## config.mk

```make
export PLATFORM = sky130hd
export DESIGN_NAME = dac_ltc2624_receiver
export DESIGN_NICKNAME = d
export VERILOG_FILES = /design/src/rtl/dac_ltc2624_receiver.sv
export SDC_FILE = /design/constraint.sdc
export NUM_CORES = 1
export LEC_CHECK = 0
export CAP_MARGIN = 20
export CORE_MARGIN = 10
export CORE_UTILIZATION = 30
export DETAILED_ROUTE_END_ITERATION = 7
export HOLD_SLACK_MARGIN = 0.03
export PLACE_DENSITY = 0.58
export SLEW_MARGIN = 20
export SYNTH_ARGS = -nofsm -noshare
export SYNTH_HDL_FRONTEND = slang
export SYNTH_SLANG_ARGS = --single-unit
```

## constraint.sdc

```tcl
create_clock -name CLK50MHZ -period 4.6 [get_ports CLK50MHZ]
set_input_delay 1.38 -clock CLK50MHZ [delete_from_list [all_inputs] [get_ports CLK50MHZ]]
set_output_delay 1.38 -clock CLK50MHZ [all_outputs]
set_load 0.1 [all_outputs]
```

## src/rtl/dac_ltc2624_receiver.sv

```systemverilog
// LTC2624 quad 12-bit DAC serial responder: decodes 32-bit command frames,
// holds the channel input/DAC registers and power-down flags, echoes the previous frame.
module dac_ltc2624_receiver #(
  parameter int unsigned SYNC_STAGES = 2,
  parameter int unsigned ECHO        = 1
) (
  input  logic        CLK50MHZ,
  input  logic        RST,
  input  logic        SPI_SCK,
  input  logic        DAC_CS,
  input  logic        DAC_CLR,
  input  logic        SPI_MOSI,
  output logic        DAC_OUT,
  output logic        FRAME_VALID,
  output logic        FRAME_ERR,
  output logic [3:0]  CMD,
  output logic [3:0]  ADDR,
  output logic [11:0] DATA,
  output logic [11:0] VOUT_A,
  output logic [11:0] VOUT_B,
  output logic [11:0] VOUT_C,
  output logic [11:0] VOUT_D,
  output logic [3:0]  PD
);

  localparam int unsigned FRAME_W = 32;
  localparam int unsigned CNT_W   = 6;
  localparam int unsigned DATA_W  = 12;
  localparam int unsigned NCH     = 4;

  localparam logic [3:0] CMD_WRITE  = 4'h0;
  localparam logic [3:0] CMD_UPDATE = 4'h1;
  localparam logic [3:0] CMD_WRUPD  = 4'h3;
  localparam logic [3:0] CMD_PWRDN  = 4'h4;

  typedef enum logic [1:0] {S_IDLE, S_SHIFT, S_DONE} state_e;

  logic [SYNC_STAGES-1:0] sck_sync_q, cs_sync_q, clr_sync_q, mosi_sync_q;
  logic                   sck_dly_q, cs_dly_q;
  logic                   sck_s, cs_s, clr_s, mosi_s;
  logic                   sck_rise, sck_fall, cs_fall, cs_rise;

  state_e               state_q, state_d;
  logic [CNT_W-1:0]     cnt_q, cnt_d;
  logic [FRAME_W-1:0]   shift_q, shift_d, echo_q, echo_d, last_q, last_d;
  logic                 dout_q, dout_d, valid_q, valid_d, err_q, err_d, pend_q, pend_d;
  logic [3:0]           cmd_q, cmd_d, addr_q, addr_d, pd_q, pd_d;
  logic [DATA_W-1:0]    data_q, data_d;
  logic [DATA_W-1:0]    in_q [NCH];
  logic [DATA_W-1:0]    in_d [NCH];
  logic [DATA_W-1:0]    dac_q [NCH];
  logic [DATA_W-1:0]    dac_d [NCH];
  logic                 finish;
  logic [3:0]           mask;

  // CS resets low so a frame already in progress at reset release is ignored
  always_ff @(posedge CLK50MHZ) begin
    if (RST) begin
      sck_sync_q  <= '0;
      cs_sync_q   <= '0;
      clr_sync_q  <= '1;
      mosi_sync_q <= '0;
      sck_dly_q   <= 1'b0;
      cs_dly_q    <= 1'b0;
    end else begin
      sck_sync_q  <= {sck_sync_q[SYNC_STAGES-2:0], SPI_SCK};
      cs_sync_q   <= {cs_sync_q[SYNC_STAGES-2:0], DAC_CS};
      clr_sync_q  <= {clr_sync_q[SYNC_STAGES-2:0], DAC_CLR};
      mosi_sync_q <= {mosi_sync_q[SYNC_STAGES-2:0], SPI_MOSI};
      sck_dly_q   <= sck_s;
      cs_dly_q    <= cs_s;
    end
  end

  assign sck_s    = sck_sync_q[SYNC_STAGES-1];
  assign cs_s     = cs_sync_q[SYNC_STAGES-1];
  assign clr_s    = clr_sync_q[SYNC_STAGES-1];
  assign mosi_s   = mosi_sync_q[SYNC_STAGES-1];
  assign sck_rise = sck_s & ~sck_dly_q;
  assign sck_fall = ~sck_s & sck_dly_q;
  assign cs_fall  = ~cs_s & cs_dly_q;
  assign cs_rise  = cs_s & ~cs_dly_q;

  always_ff @(posedge CLK50MHZ) begin
    if (RST) begin
      state_q <= S_IDLE;
      cnt_q   <= '0;
      shift_q <= '0;
      echo_q  <= '0;
      last_q  <= '0;
      dout_q  <= 1'b0;
      valid_q <= 1'b0;
      err_q   <= 1'b0;
      pend_q  <= 1'b0;
      cmd_q   <= '0;
      addr_q  <= '0;
      data_q  <= '0;
      pd_q    <= '0;
      in_q    <= '{default: '0};
      dac_q   <= '{default: '0};
    end else begin
      state_q <= state_d;
      cnt_q   <= cnt_d;
      shift_q <= shift_d;
      echo_q  <= echo_d;
      last_q  <= last_d;
      dout_q  <= dout_d;
      valid_q <= valid_d;
      err_q   <= err_d;
      pend_q  <= pend_d;
      cmd_q   <= cmd_d;
      addr_q  <= addr_d;
      data_q  <= data_d;
      pd_q    <= pd_d;
      in_q    <= in_d;
      dac_q   <= dac_d;
    end
  end

  always_comb begin
    state_d = state_q;
    cnt_d   = cnt_q;
    shift_d = shift_q;
    echo_d  = echo_q;
    last_d  = last_q;
    dout_d  = dout_q;
    valid_d = 1'b0;
    err_d   = 1'b0;
    pend_d  = pend_q;
    cmd_d   = cmd_q;
    addr_d  = addr_q;
    data_d  = data_q;
    pd_d    = pd_q;
    in_d    = in_q;
    dac_d   = dac_q;
    finish  = 1'b0;
    mask    = 4'b0000;

    case (state_q)
      S_IDLE: begin
        if (cs_fall || pend_q) begin
          state_d = S_SHIFT;
          cnt_d   = '0;
          pend_d  = 1'b0;
          echo_d  = last_q;
          dout_d  = (ECHO != 0) ? last_q[FRAME_W-1] : 1'b0;
        end
      end
      S_SHIFT: begin
        // a bit arriving with cs_rise is shifted before the frame is judged
        if (sck_rise) begin
          shift_d = {shift_q[FRAME_W-2:0], mosi_s};
          cnt_d   = (cnt_q == '1) ? cnt_q : cnt_q + CNT_W'(1);
        end
        if (sck_fall) begin
          echo_d = {echo_q[FRAME_W-2:0], echo_q[FRAME_W-1]};
          dout_d = (ECHO != 0) ? echo_q[FRAME_W-2] : 1'b0;
        end
        if (cs_rise) begin
          state_d = S_DONE;
          finish  = 1'b1;
        end
      end
      S_DONE: begin
        state_d = S_IDLE;
        if (cs_fall) pend_d = 1'b1;
      end
      default: state_d = S_IDLE;
    endcase

    // pulses and command effects land together in the DONE cycle
    if (finish) begin
      if (cnt_d == CNT_W'(32)) begin
        valid_d = 1'b1;
        cmd_d   = shift_d[23:20];
        addr_d  = shift_d[19:16];
        data_d  = shift_d[15:4];
        if (shift_d[19:16] == 4'hF)      mask = 4'b1111;
        else if (shift_d[19:16] < 4'd4)  mask = 4'b0001 << shift_d[17:16];
        for (int i = 0; i < NCH; i++) begin
          if (mask[i]) begin
            case (shift_d[23:20])
              CMD_WRITE:  in_d[i] = shift_d[15:4];
              CMD_UPDATE: begin dac_d[i] = in_q[i]; pd_d[i] = 1'b0; end
              CMD_WRUPD:  begin
                in_d[i]  = shift_d[15:4];
                dac_d[i] = shift_d[15:4];
                pd_d[i]  = 1'b0;
              end
              CMD_PWRDN:  pd_d[i] = 1'b1;
              default:    ;
            endcase
          end
        end
      end else if (cnt_d != '0) begin
        err_d = 1'b1;
      end
      if (cnt_d >= CNT_W'(32)) last_d = shift_d;
    end

    if (!clr_s) begin
      in_d  = '{default: '0};
      dac_d = '{default: '0};
    end
  end

  assign DAC_OUT     = dout_q;
  assign FRAME_VALID = valid_q;
  assign FRAME_ERR   = err_q;
  assign CMD         = cmd_q;
  assign ADDR        = addr_q;
  assign DATA        = data_q;
  assign VOUT_A      = dac_q[0];
  assign VOUT_B      = dac_q[1];
  assign VOUT_C      = dac_q[2];
  assign VOUT_D      = dac_q[3];
  assign PD          = pd_q;

endmodule
```

==> results.txt <==
Period utilization - 0.764
Cell family with most CP delay - buffers and inverters
Top FF cell, synth - dfxtp_1
Status - finished, final reports clean
Crit Path Category - reg -> out
Antenna Cells - 0
DR pass1 iterations - 4
Crit path DAT - 2.13 ns
#FFs+latches synth - 237
Vias in the first global route - 7397
Pwr Total - 4.30 mW
Port Buffers - 80
Die X-Extent - 202 um
Root Buffer - clkbuf_16
Critical Path Source Type - flop
Headroom to the max-slew limit - 0.305
YS warnings - 0
Sequential share of the synthesized area - 0.478
Largest net degree at the start of global routing - 97
Share of cells above drive strength 1 - 0.0857
Post-synthesis cell count - 1097
Antenna-violating nets left - 0
Commonest cells after routing, fill and taps aside - 237 x dfxtp_1, 218 x nand2_1, 127 x mux2i_1
Commonest non-fill, non-tap cell in the layout - dfxtp_1
Final-stage net count - 1131
Post_cts resized - 0
DRC - 0
Mapped Area - 9930 um^2
Core ar. - 32600 um^2
First-pass GRT wire length - 41300 um
Drt first-iter violations - 538
Multi-input logic area - 4780 um^2
Worst hold path class - reg -> reg
H-Tree Level Count - 1
Crit-path max FO - 2
Max Clock Freq - 0.285 GHz
Library cells used by synthesis - 55
Max IR drop VDD - 247 uV
Worst Path Required - 3.22 ns
Synth-to-layout area growth - 20.1%
Die area - 40800 um^2
Clock skew - 0.0246 ns
Half-perimeter wire length after placement - 17400 um
Rows - 66
Final Max Tran Viols - 0
Crit-path slowest cell - clkdlybuf4s50_1
CTS Hold Bufs - 0
FF+latch area - 4740 um^2
Final min period - 3.51 ns
Total track usage - 0.122
WL/cell - 16.2 um
Total CTS buffers - 26
Leakage power - 4.27 nW
EDFF count, synth - 0
FILL cells - 3286
FFs w/ async S/R, synth - 0
Net Count, Synth - 1104
Actual slew at the worst max-slew pin - 1.04 ns
RSZ-0062 raised after global routing - no
CTS sink cnt - 237
Die H - 202 um
WP buf/inv - 1
Clock Pin Slew Worst Setup and Hold Paths - 0.06 ns
Cell Chain, Critical Path - clkdlybuf4s50_1
Final WS setup - 1.09 ns
Via density - 4.87
Max-Cap Viols - 0
Final Hold Fails - 0
Pre-CTS setup slack - 1.29 ns
Vias - 7720
CTS tree - done
Worst-skew pair later-pin latency - 0.53 ns
Post-CTS Setup Bufs - 0
CP peak stage delay - 1.18 ns
Syn_area_per_cell - 9.06 um^2
Clk buf depth - 3
Starting Density - 0.305
GP Congestion - 0.847
Total routed wirelength - 25700 um
Fin Setup TNS - 0 ns
Num ports - 81
Overflow after GRT - 0
Final setup viols - 0
Pwr Density - 361 nW/um^2
Antenna violations before repair - 0
Critical Path End Type - output pin
## worst paths after layout
path                 startpoint       endpoint  slack (ns)  cells after the start
setup / recovery          PD[2]          PD[2]        1.09                      1
hold / removal    clr_sync_q[0]  clr_sync_q[1]        0.42                      1
setup reg to reg     state_q[0]       in_q[35]        1.26                      6
hold reg to reg   clr_sync_q[0]  clr_sync_q[1]        0.42                      1
## state kept, by name (all words and copies together) (netlist names), 6 cells and up
register	flops
DATA	12
last_q	32
echo_q	32
VOUT_D	12
in_q	48
VOUT_B	12
VOUT_C	12
cnt_q	6
VOUT_A	12
shift_q	32
## cell usage after synthesis (all sizes together), types with 2 or more instances
cell type / n / share of area
a21boi: 2 / 0.0015
or2: 3 / 0.0019
nor3: 11 / 0.0065
mux2i: 127 / 0.13
a311oi: 32 / 0.028
xnor2: 3 / 0.0026
nor2: 118 / 0.045
nor4: 2 / 0.0013
a21oi: 21 / 0.011
o21a: 3 / 0.0023
and2: 4 / 0.0025
nand4: 5 / 0.0031
nand3: 8 / 0.0053
and3: 5 / 0.0031
or4: 21 / 0.016
and4: 2 / 0.0020
nand2: 218 / 0.082
buf: 29 / 0.018
o211ai: 40 / 0.030
mux2: 20 / 0.023
a211oi: 34 / 0.026
nor2b: 33 / 0.021
o31ai: 12 / 0.0091
a41oi: 4 / 0.0035
dfxtp: 237 / 0.48
o21ai: 4 / 0.0020
a21o: 2 / 0.0015
clkbuf: 69 / 0.026
inv: 4 / 0.0015
nand2b: 7 / 0.0044
## cells by family (layout without fill, tap and decap cells)
| kind of cell | count (synthesis) | in the layout | share of synthesized area |
|---|---|---|---|
| muxes | 147 | 147 | 0.151 |
| and+or+nand+nor | 445 | 445 | 0.201 |
| adders and majority gates | 1 | 1 | 0.00126 |
| AOI/OAI and AO/OA | 162 | 162 | 0.122 |
| xor gates and xnor gates | 3 | 3 | 0.00265 |
| buffers and inverters | 102 | 149 | 0.0451 |
| DFF | 237 | 237 | 0.478 |
## per-layer routing
metal  global-route usage  routed length, um
met1                0.162              11900
met2                0.199              12000
met3               0.0225               1300
met5                    0                  0
met4               0.0314                484
## where the power goes
part / internal, mW / leakage [nW] / switching, mW
registers: 2.07 / 1.91 / 0.00843
logic: 0.0262 / 1.92 / 0.0732
clock network: 1.27 / 0.438 / 0.858
total: 3.36 / 4.27 / 0.940
## per-stage QoR
step	cells	utilization	cell area (um^2)	hold slack (ns)
6_report	1586	0.366	11900	0.415
5_1_grt	1586	0.366	11900	0.446
4_1_cts	1586	0.366	11900	0.424
3_5_place_dp	1538	0.338	11000	0.402
3_3_place_gp	1538	0.338	11000	0.406
2_1_floorplan	1097	-	9930	0.389
## final cells by class
cell class / count / share of cell area
clock inverter: 14 / 0.0120
sequential: 237 / 0.398
multi-input combinational: 758 / 0.401
clock buffer: 34 / 0.0630
timing repair buffer: 97 / 0.0787
inverter: 4 / 0.00126
tap: 442 / 0.0464
No activity file was read; power rests on OpenSTA's default activity.
